### src/rtl/rv_ctrl_pkg.sv
// rtl/rv_ctrl_pkg.sv - shared encodings and state type for the multi-cycle RV32I controller
package rv_ctrl_pkg;

    localparam logic [6:0] OP_LOAD   = 7'b0000011;
    localparam logic [6:0] OP_STORE  = 7'b0100011;
    localparam logic [6:0] OP_RTYPE  = 7'b0110011;
    localparam logic [6:0] OP_ITYPE  = 7'b0010011;
    localparam logic [6:0] OP_BRANCH = 7'b1100011;
    localparam logic [6:0] OP_JAL    = 7'b1101111;

    localparam logic [2:0] F3_BEQ = 3'b000;
    localparam logic [2:0] F3_BNE = 3'b001;

    localparam logic [1:0] ALUOP_IFUNCT = 2'b00;
    localparam logic [1:0] ALUOP_ADD    = 2'b01;
    localparam logic [1:0] ALUOP_RFUNCT = 2'b10;
    localparam logic [1:0] ALUOP_SUB    = 2'b11;

    localparam logic [1:0] SRCA_PC    = 2'b00;
    localparam logic [1:0] SRCA_OLDPC = 2'b01;
    localparam logic [1:0] SRCA_RS1   = 2'b10;

    localparam logic [1:0] SRCB_RS2  = 2'b00;
    localparam logic [1:0] SRCB_IMM  = 2'b01;
    localparam logic [1:0] SRCB_FOUR = 2'b10;

    localparam logic [1:0] RES_ALUOUT = 2'b00;
    localparam logic [1:0] RES_MEM    = 2'b01;
    localparam logic [1:0] RES_ALU    = 2'b10;

    typedef enum logic [3:0] {
        S_RESET    = 4'd0,
        S_FETCH    = 4'd1,
        S_DECODE   = 4'd2,
        S_MEMADR   = 4'd3,
        S_MEMREAD  = 4'd4,
        S_MEMWB    = 4'd5,
        S_MEMWRITE = 4'd6,
        S_EXECR    = 4'd7,
        S_EXECI    = 4'd8,
        S_ALUWB    = 4'd9,
        S_BRANCH   = 4'd10,
        S_JAL      = 4'd11,
        S_ILLEGAL  = 4'd12
    } state_t;

endpackage

### src/rtl/rv_mem_wait_timer.sv
// rtl/rv_mem_wait_timer.sv - per-access wait counter with optional timeout compare
module rv_mem_wait_timer #(
    parameter int MEM_TIMEOUT = 0,
    parameter int TMO_W       = 8
) (
    input  logic clk,
    input  logic rst_n,
    input  logic i_active,
    input  logic i_ready,
    output logic o_timeout
);

    localparam bit               TMO_EN = (MEM_TIMEOUT > 0);
    localparam logic [TMO_W-1:0] LIMIT  = TMO_W'((MEM_TIMEOUT > 0) ? MEM_TIMEOUT - 1 : 0);

    logic [TMO_W-1:0] r_count;

    // The cycle being waited now counts toward the limit, so fire when the prior count hits LIMIT.
    assign o_timeout = TMO_EN && i_active && !i_ready && (r_count == LIMIT);

    always_ff @(posedge clk) begin
        if (!rst_n || !i_active || i_ready || o_timeout) begin
            r_count <= '0;
        end else if (r_count != '1) begin
            r_count <= r_count + 1'b1;
        end
    end

endmodule

### src/rtl/rv_multicycle_controller.sv
// rtl/rv_multicycle_controller.sv - control FSM for the shared-datapath multi-cycle RV32I core
module rv_multicycle_controller
    import rv_ctrl_pkg::*;
#(
    parameter bit ENABLE_BRANCH = 1'b1,
    parameter bit ENABLE_JAL    = 1'b1,
    parameter int MEM_TIMEOUT   = 0,
    parameter int TMO_W         = 8
) (
    input  logic       clk,
    input  logic       rst_n,
    input  logic [6:0] opcode,
    input  logic [2:0] funct3,
    input  logic       zero,
    input  logic       mem_ready,
    output logic       mem_req,
    output logic       mem_read,
    output logic       mem_write,
    output logic       adr_src,
    output logic       ir_write,
    output logic       pc_write,
    output logic       reg_write,
    output logic [1:0] alu_src_a,
    output logic [1:0] alu_src_b,
    output logic [1:0] result_src,
    output logic [1:0] alu_op,
    output logic       instr_retired,
    output logic       illegal_op,
    output logic       mem_fault,
    output logic [3:0] state_o
);

    state_t r_state;
    state_t w_next;
    logic   w_wait_state;
    logic   w_timeout;
    logic   w_br_legal;

    assign w_wait_state = (r_state == S_FETCH) || (r_state == S_MEMREAD) || (r_state == S_MEMWRITE);
    assign w_br_legal   = (funct3 == F3_BEQ) || (funct3 == F3_BNE);
    assign state_o      = r_state;

    rv_mem_wait_timer #(
        .MEM_TIMEOUT (MEM_TIMEOUT),
        .TMO_W       (TMO_W)
    ) u_wait_timer (
        .clk       (clk),
        .rst_n     (rst_n),
        .i_active  (w_wait_state),
        .i_ready   (mem_ready),
        .o_timeout (w_timeout)
    );

    always_ff @(posedge clk) begin
        if (!rst_n) begin
            r_state <= S_RESET;
        end else begin
            r_state <= w_next;
        end
    end

    always_comb begin
        w_next = r_state;
        case (r_state)
            S_RESET:   w_next = S_FETCH;
            S_FETCH:   w_next = mem_ready ? S_DECODE : S_FETCH;
            S_DECODE: begin
                case (opcode)
                    OP_LOAD, OP_STORE: w_next = S_MEMADR;
                    OP_RTYPE:          w_next = S_EXECR;
                    OP_ITYPE:          w_next = S_EXECI;
                    OP_BRANCH:         w_next = ENABLE_BRANCH ? S_BRANCH : S_ILLEGAL;
                    OP_JAL:            w_next = ENABLE_JAL ? S_JAL : S_ILLEGAL;
                    default:           w_next = S_ILLEGAL;
                endcase
            end
            S_MEMADR:   w_next = (opcode == OP_LOAD) ? S_MEMREAD : S_MEMWRITE;
            S_MEMREAD:  w_next = mem_ready ? S_MEMWB : (w_timeout ? S_FETCH : S_MEMREAD);
            S_MEMWB:    w_next = S_FETCH;
            S_MEMWRITE: w_next = (mem_ready || w_timeout) ? S_FETCH : S_MEMWRITE;
            S_EXECR:    w_next = S_ALUWB;
            S_EXECI:    w_next = S_ALUWB;
            S_ALUWB:    w_next = S_FETCH;
            S_BRANCH:   w_next = S_FETCH;
            S_JAL:      w_next = S_ALUWB;
            S_ILLEGAL:  w_next = S_FETCH;
            default:    w_next = S_RESET;
        endcase
    end

    always_comb begin
        mem_req       = 1'b0;
        mem_read      = 1'b0;
        mem_write     = 1'b0;
        adr_src       = 1'b0;
        ir_write      = 1'b0;
        pc_write      = 1'b0;
        reg_write     = 1'b0;
        alu_src_a     = SRCA_PC;
        alu_src_b     = SRCB_RS2;
        result_src    = RES_ALUOUT;
        alu_op        = ALUOP_IFUNCT;
        instr_retired = 1'b0;
        illegal_op    = 1'b0;
        mem_fault     = 1'b0;
        case (r_state)
            S_FETCH: begin
                mem_req    = 1'b1;
                mem_read   = 1'b1;
                alu_src_b  = SRCB_FOUR;
                alu_op     = ALUOP_ADD;
                result_src = RES_ALU;
                ir_write   = mem_ready;
                pc_write   = mem_ready;
                mem_fault  = w_timeout;
            end
            S_DECODE: begin
                alu_src_a = SRCA_OLDPC;
                alu_src_b = SRCB_IMM;
                alu_op    = ALUOP_ADD;
            end
            S_MEMADR: begin
                alu_src_a = SRCA_RS1;
                alu_src_b = SRCB_IMM;
                alu_op    = ALUOP_ADD;
            end
            S_MEMREAD: begin
                mem_req   = 1'b1;
                mem_read  = 1'b1;
                adr_src   = 1'b1;
                mem_fault = w_timeout;
            end
            S_MEMWB: begin
                result_src    = RES_MEM;
                reg_write     = 1'b1;
                instr_retired = 1'b1;
            end
            S_MEMWRITE: begin
                mem_req       = 1'b1;
                mem_write     = 1'b1;
                adr_src       = 1'b1;
                instr_retired = mem_ready;
                mem_fault     = w_timeout;
            end
            S_EXECR: begin
                alu_src_a = SRCA_RS1;
                alu_src_b = SRCB_RS2;
                alu_op    = ALUOP_RFUNCT;
            end
            S_EXECI: begin
                alu_src_a = SRCA_RS1;
                alu_src_b = SRCB_IMM;
                alu_op    = ALUOP_IFUNCT;
            end
            S_ALUWB: begin
                reg_write     = 1'b1;
                instr_retired = 1'b1;
            end
            S_BRANCH: begin
                // Unsupported compare kinds are trapped here rather than in DECODE.
                alu_src_a     = SRCA_RS1;
                alu_src_b     = SRCB_RS2;
                alu_op        = ALUOP_SUB;
                pc_write      = (funct3 == F3_BEQ) ? zero : ((funct3 == F3_BNE) ? ~zero : 1'b0);
                instr_retired = w_br_legal;
                illegal_op    = ~w_br_legal;
            end
            S_JAL: begin
                alu_src_a = SRCA_OLDPC;
                alu_src_b = SRCB_FOUR;
                alu_op    = ALUOP_ADD;
                pc_write  = 1'b1;
            end
            S_ILLEGAL: illegal_op = 1'b1;
            default: ;
        endcase
    end

endmodule

### config.mk
export PLATFORM = sky130hd
export DESIGN_NAME = rv_multicycle_controller
export DESIGN_NICKNAME = d
export VERILOG_FILES = /design/src/rtl/rv_ctrl_pkg.sv /design/src/rtl/rv_mem_wait_timer.sv /design/src/rtl/rv_multicycle_controller.sv
export SDC_FILE = /design/constraint.sdc
export NUM_CORES = 1
export LEC_CHECK = 0
export ABC_AREA = 1
export CORE_MARGIN = 10
export CORE_UTILIZATION = 35
export DETAILED_ROUTE_END_ITERATION = 8
export PLACE_DENSITY = 0.79
export SETUP_SLACK_MARGIN = 0.5
export SLEW_MARGIN = 20
export SYNTH_ARGS = -nofsm -noshare
export SYNTH_HDL_FRONTEND = slang
export SYNTH_SLANG_ARGS = --single-unit
### constraint.sdc
create_clock -name clk -period 1.2 [get_ports clk]
set_input_delay 0.12 -clock clk [delete_from_list [all_inputs] [get_ports clk]]
set_output_delay 0.12 -clock clk [all_outputs]
set_load 0.02 [all_outputs]
======== Yosys cells after proc, flatten, opt, wreduce, memory -nomap -nowiden ========
Cells that the tools add are included.
word-level totals
  bits in registers ....................... 4
  latch bits .............................. 0
  memory bits (writable) .................. 0
  bits in read-only memories .............. 0
  input port bits ......................... 14
  output and inout bits ................... 22
  word-level logic and storage cells ...... 58
  memories kept ........................... 0
cells by class
  $add $sub $neg .......................... 0
  multiply operators ...................... 0
  div/mod/pow operators ................... 0
  magnitude comparators ................... 0
  eq/ne operators ......................... 19
  shift operators ......................... 0
  muxes and demuxes ....................... 21
  bitwise logic cells ..................... 2
  reduce and logical (&&, ||, !) cells .... 15
operator list
  operator            number
  $pmux 4 s7          1
  $eq 4x4->1 const B  5
  $pmux 4 s5          1
  $eq 4x3->1 const B  4
  $eq 7x6->1 const B  2
  $eq 7x7->1 const B  2
  $pmux 2 s2          3
  $reduce_or 2->1     6
  $mux 1              9
  $reduce_or 3->1     3
  $eq 4x2->1 const B  2
  $reduce_or 4->1     2
  $eq 7x2->1 const B  1
  $eq 7x5->1 const B  1
  $pmux 1 s3          2
  $pmux 2 s3          1
  $reduce_or 5->1     1
  $eq 4x1->1 const B  1
  $logic_not 4->1     1
  $mux 2              2
  $eq 3x1->1 const B  1
  $logic_not 3->1     1
  $mux 3              1
  $not 1->1           2
  other kinds (2)     2

======== Longest topological paths before layout ========
Gate-level depths: netlist of run 1.
  depth after elaboration ................. 4
  mapped depth ............................ 8
  depth with buffers taken out ............ 8

======== Cells and area by module ========
Synthesis of run 1 repeated with hierarchy kept, for this count alone.
second synthesis, totals
  cell total of the unflattened synthesis .. 107
  area, all modules ....................... 555.5 um^2
modules (own cells, without submodules)
  module                    times used  cells an instance  area an instance (um^2)  sequential area each (um^2)
  rv_multicycle_controller  1           105                544.3                    80.1
  rv_mem_wait_timer         1           2                  11.3                     0.0

======== Least setup slack after synthesis of run 1 ========
Ideal clock, no wire load.
  kind .................................... register -> output
  from .................................... register r_state[1], in the netlist state_o[1]
  to ...................................... output port pc_write
  data arrival time ....................... 1.345 ns
  data required time ...................... 1.080 ns
  path slack .............................. -0.265 ns
  stages on the path, launching flop included .. 7
  path buffers ............................ 0
  path through ............................ dfxtp_1 -> inv_1 -> nor2_1 -> nand2_1 -> inv_1 -> nand2_1 -> o211ai_1
between the ends
  longest elaborated chain between the ends .. 2
  elaborated cells on any way between the ends .. 4
  those cells by class .................... eq/ne: 3; mux: 1
RTL lines
  element                                   line                             text
  from (decl)                               rv_multicycle_controller.sv:33   state_t r_state;
  from (signal assigned)                    rv_multicycle_controller.sv:58   r_state <= w_next;
  $eq 4x4->1 or $eq 4x1->1 (tied branches)  rv_multicycle_controller.sv:106  case (r_state)
  $pmux 1 s3 *                              rv_multicycle_controller.sv:106
  to (decl)                                 rv_multicycle_controller.sv:21   output logic pc_write,
Every way passes the cells marked *; elsewhere a longest branch is shown, timed or not.

======== Worst setup path after layout of run 1 ========
Ends and elaborated chain as after synthesis.

==> impl_metrics.json, run 1 <==
{
  "grt_antenna_before_repair": 0,
  "dp_hpwl_mm": 1.900,
  "total_power_mw": 2.006,
  "whs_ns": 0.5040,
  "cp-start-kind": "flop",
  "syn_area_sq_um": 539.3,
  "numPortBuffers": 34,
  "ys_seq_area_share_pct": 14.85,
  "ir_drop_v": 0.001003,
  "synth_top_area_share_pct": 25.06,
  "drc_errors": 0,
  "drt-total-wl_mm": 3.557,
  "powerDensity_nw_per_um2": 1445,
  "htreeDepth": 1,
  "synthDistinctLibCells": 17,
  "numCtsBuffers": 3,
  "hold_viol_final": 0,
  "rr_worst_depth": 11,
  "antenna_left": 0,
  "fin_area_sq_um": 1389,
  "grt_use_total_pct": 14.77,
  "yosys-mux-area-fraction_pct": 0,
  "routed_via_density": 5.497,
  "setup_viol": 21,
  "synthXorXnorAreaFrac_pct": 1.624,
  "vias": 1061,
  "first_pass_iters": 4,
  "antenna-diode-count": 0,
  "leakagePower_nw": 0.7482,
  "largest_reg_flops": 4,
  "synth-warning-count": 0,
  "status": "finished with violations",
  "grt_first_pass_wirelength_mm": 4.291,
  "synth_top_area_cell": "nand2_1",
  "crit_path_end_kind": "output port",
  "cap_violations": 0,
  "holdPathStages": 3,
  "worst-endpoint-required_ns": 1.08,
  "initial_core_util_pct": 36.22,
  "rsz0062_at_grt": "true",
  "synth_seq_cells": 4,
  "design.portCount": 36,
  "grt-ovfl-total": 0,
  "cts-root-buf": "clkbuf_4",
  "synth_top_family_by_area": "simple AND/OR/NAND/NOR gates",
  "fin_crit_ns": 1.515,
  "dieArea_sq_um": 3511,
  "finalNetCount": 193,
  "slew_viol_final": 0,
  "skew_ns": 0.0004013,
  "placement.cell_area_sq_um": 1092,
  "yosys.area_share.simple_pct": 48.26,
  "ys_top_cells_by_area": "nand2_1, inv_1, dfxtp_1",
  "cts_buffer_depth": 2,
  "violations": "setup timing",
  "synth_nets": 124,
  "place_ws_ns": -0.4912,
  "synth_adder_area_share_pct": 0,
  "fillers": 47,
  "gp_congestion": 0.8746,
  "path_clk_slew_ns": 0.03,
  "synthCells": 110,
  "post-route-util_pct": 93.28,
  "chipWidth_um": 59.25,
  "syn_area_per_cell_sq_um": 4.902,
  "finalCritPeriodShare_pct": 126.3,
  "fmax_mhz": 659.9,
  "initialDrtViolationCount": 38,
  "arrival_ns": 1.40,
  "setup_slack_ns": -0.3153,
  "cts_tree": "built",
  "hp-class": "in -> reg",
  "ctsHoldBuffers": 0,
  "clock_sinks": 4,
  "post_drt_wl_per_cell_um": 18.43,
  "core_sq_um": 1489,
  "grt_pass1_vias": 914,
  "grt_max_degree": 7,
  "drive_gt1_share_pct": 59.32,
  "die_h_um": 59.25,
  "fp-row-count": 14,
  "clkLatencyLatePin_ns": 0.23,
  "area_growth_syn_to_layout_pct": 157.5,
  "synth_compound_area_share_pct": 17.17,
  "worstSetupPathType": "reg -> out",
  "worstPathMaxFanout": 5
}
==> layer usage <==
metal	global-route usage (%)	vias to the layer above	part of all wire (%)
li1	-	480	-
met3	3.433	18	11
met2	25.71	89	48
met5	0	-	0
met1	16.89	474	36
met4	5.246	0	4.0
==> through the flow <==
stage	std cells	TNS (ns)
final	193	-3.234
after global routing	193	-4.078
after CTS	185	-1.922
after detailed placement	178	-6.793
after global placement	178	-6.301
after floorplan	110	-0.1202
==> critical path, stage by stage, from the launching register on <==
cell and delay [ns]:
dfxtp_4 0.37, inv_4 0.05, nor2_4 0.12, nand2_2 0.10, inv_2 0.08, nand2_2 0.06
o211ai_1 0.20, buf_4 0.18
==> Yosys cell counts (all sizes together) <==
cell	n
nand2	37
inv	23
nor2	16
nand3	9
a21oi	7
o21ai	5
dfxtp	4
o211ai	3
buf	1
conb	1
nand4	1
nor3	1
o22ai	1
xnor2	1
==> layout make-up <==
cell class                 instances  area, sq um  share of cell area, %
clock buffer                       3        22.52                  1.622
inverter                          23        98.84                  7.117
tap                               16        20.02                  1.441
multi-input combinational         82        530.5                  38.20
timing repair buffer              65        621.8                  44.77
sequential                         4        95.09                  6.847
==> report_power, final <==
| group | internal, mW | switching (mW) |
|---|---|---|
| Sequential | 0.176 | 0.0768 |
| Combinational | 0.739 | 0.858 |
| Clock | 0.111 | 0.0460 |
| Total | 1.03 | 0.981 |
==> final timing paths <==
check                  start          to  slack, ns
hold reg to reg   state_o[3]  state_o[0]       0.82
setup / recovery  state_o[1]    pc_write      -0.32
setup reg to reg  state_o[1]  state_o[0]      -0.22
hold / removal         rst_n  state_o[2]       0.50
==> layout by cell type (no fill, tap or decap) <==
cell type	count
dfxtp_4	4
o22ai_4	1
o211ai_1	3
buf_6	25
buf_4	25
nor2_4	6
o21ai_0	1
o21ai_2	4
nand2_1	22
nor3_1	1
clkdlybuf4s15_2	2
nand3_1	7
a21oi_4	2
nand2_4	4
nor2_1	9
nand2_2	11
nand4_1	1
nand3_2	2
nor2_2	1
inv_6	1
xnor2_1	1
clkbuf_4	3
inv_2	9
conb_1	1
a21oi_2	2
inv_1	10
a21oi_1	3
clkdlybuf4s50_1	13
inv_4	3
==> what timing repair did <==
action                                  4_1_cts  5_1_grt
gates cloned                                  0        0
buffers inserted                              4        8
pin swaps                                    12        7
endpoints found under the setup margin       25       25
gates resized for setup                     134       35
==> kinds of logic after synthesis <==
logic type	Yosys count
buffers and inverters	24
AND/OR/NAND/NOR	64
flip-flops	4
XOR/XNOR	1
other	1
AO/OA/AOI/OAI	16
Note: power is estimated with default switching activity, not from simulation.
==> run 2, diff against run 1 <==
--- a/config.mk
+++ b/config.mk
@@ -6,6 +6,7 @@
 export NUM_CORES = 1
 export LEC_CHECK = 0
 export ABC_AREA = 1
+export CAP_MARGIN = 20
 export CORE_MARGIN = 10
 export CORE_UTILIZATION = 35
 export DETAILED_ROUTE_END_ITERATION = 8
==> results of run 2 <==
Final layout, timing and power as in run 1 (identical DEF).
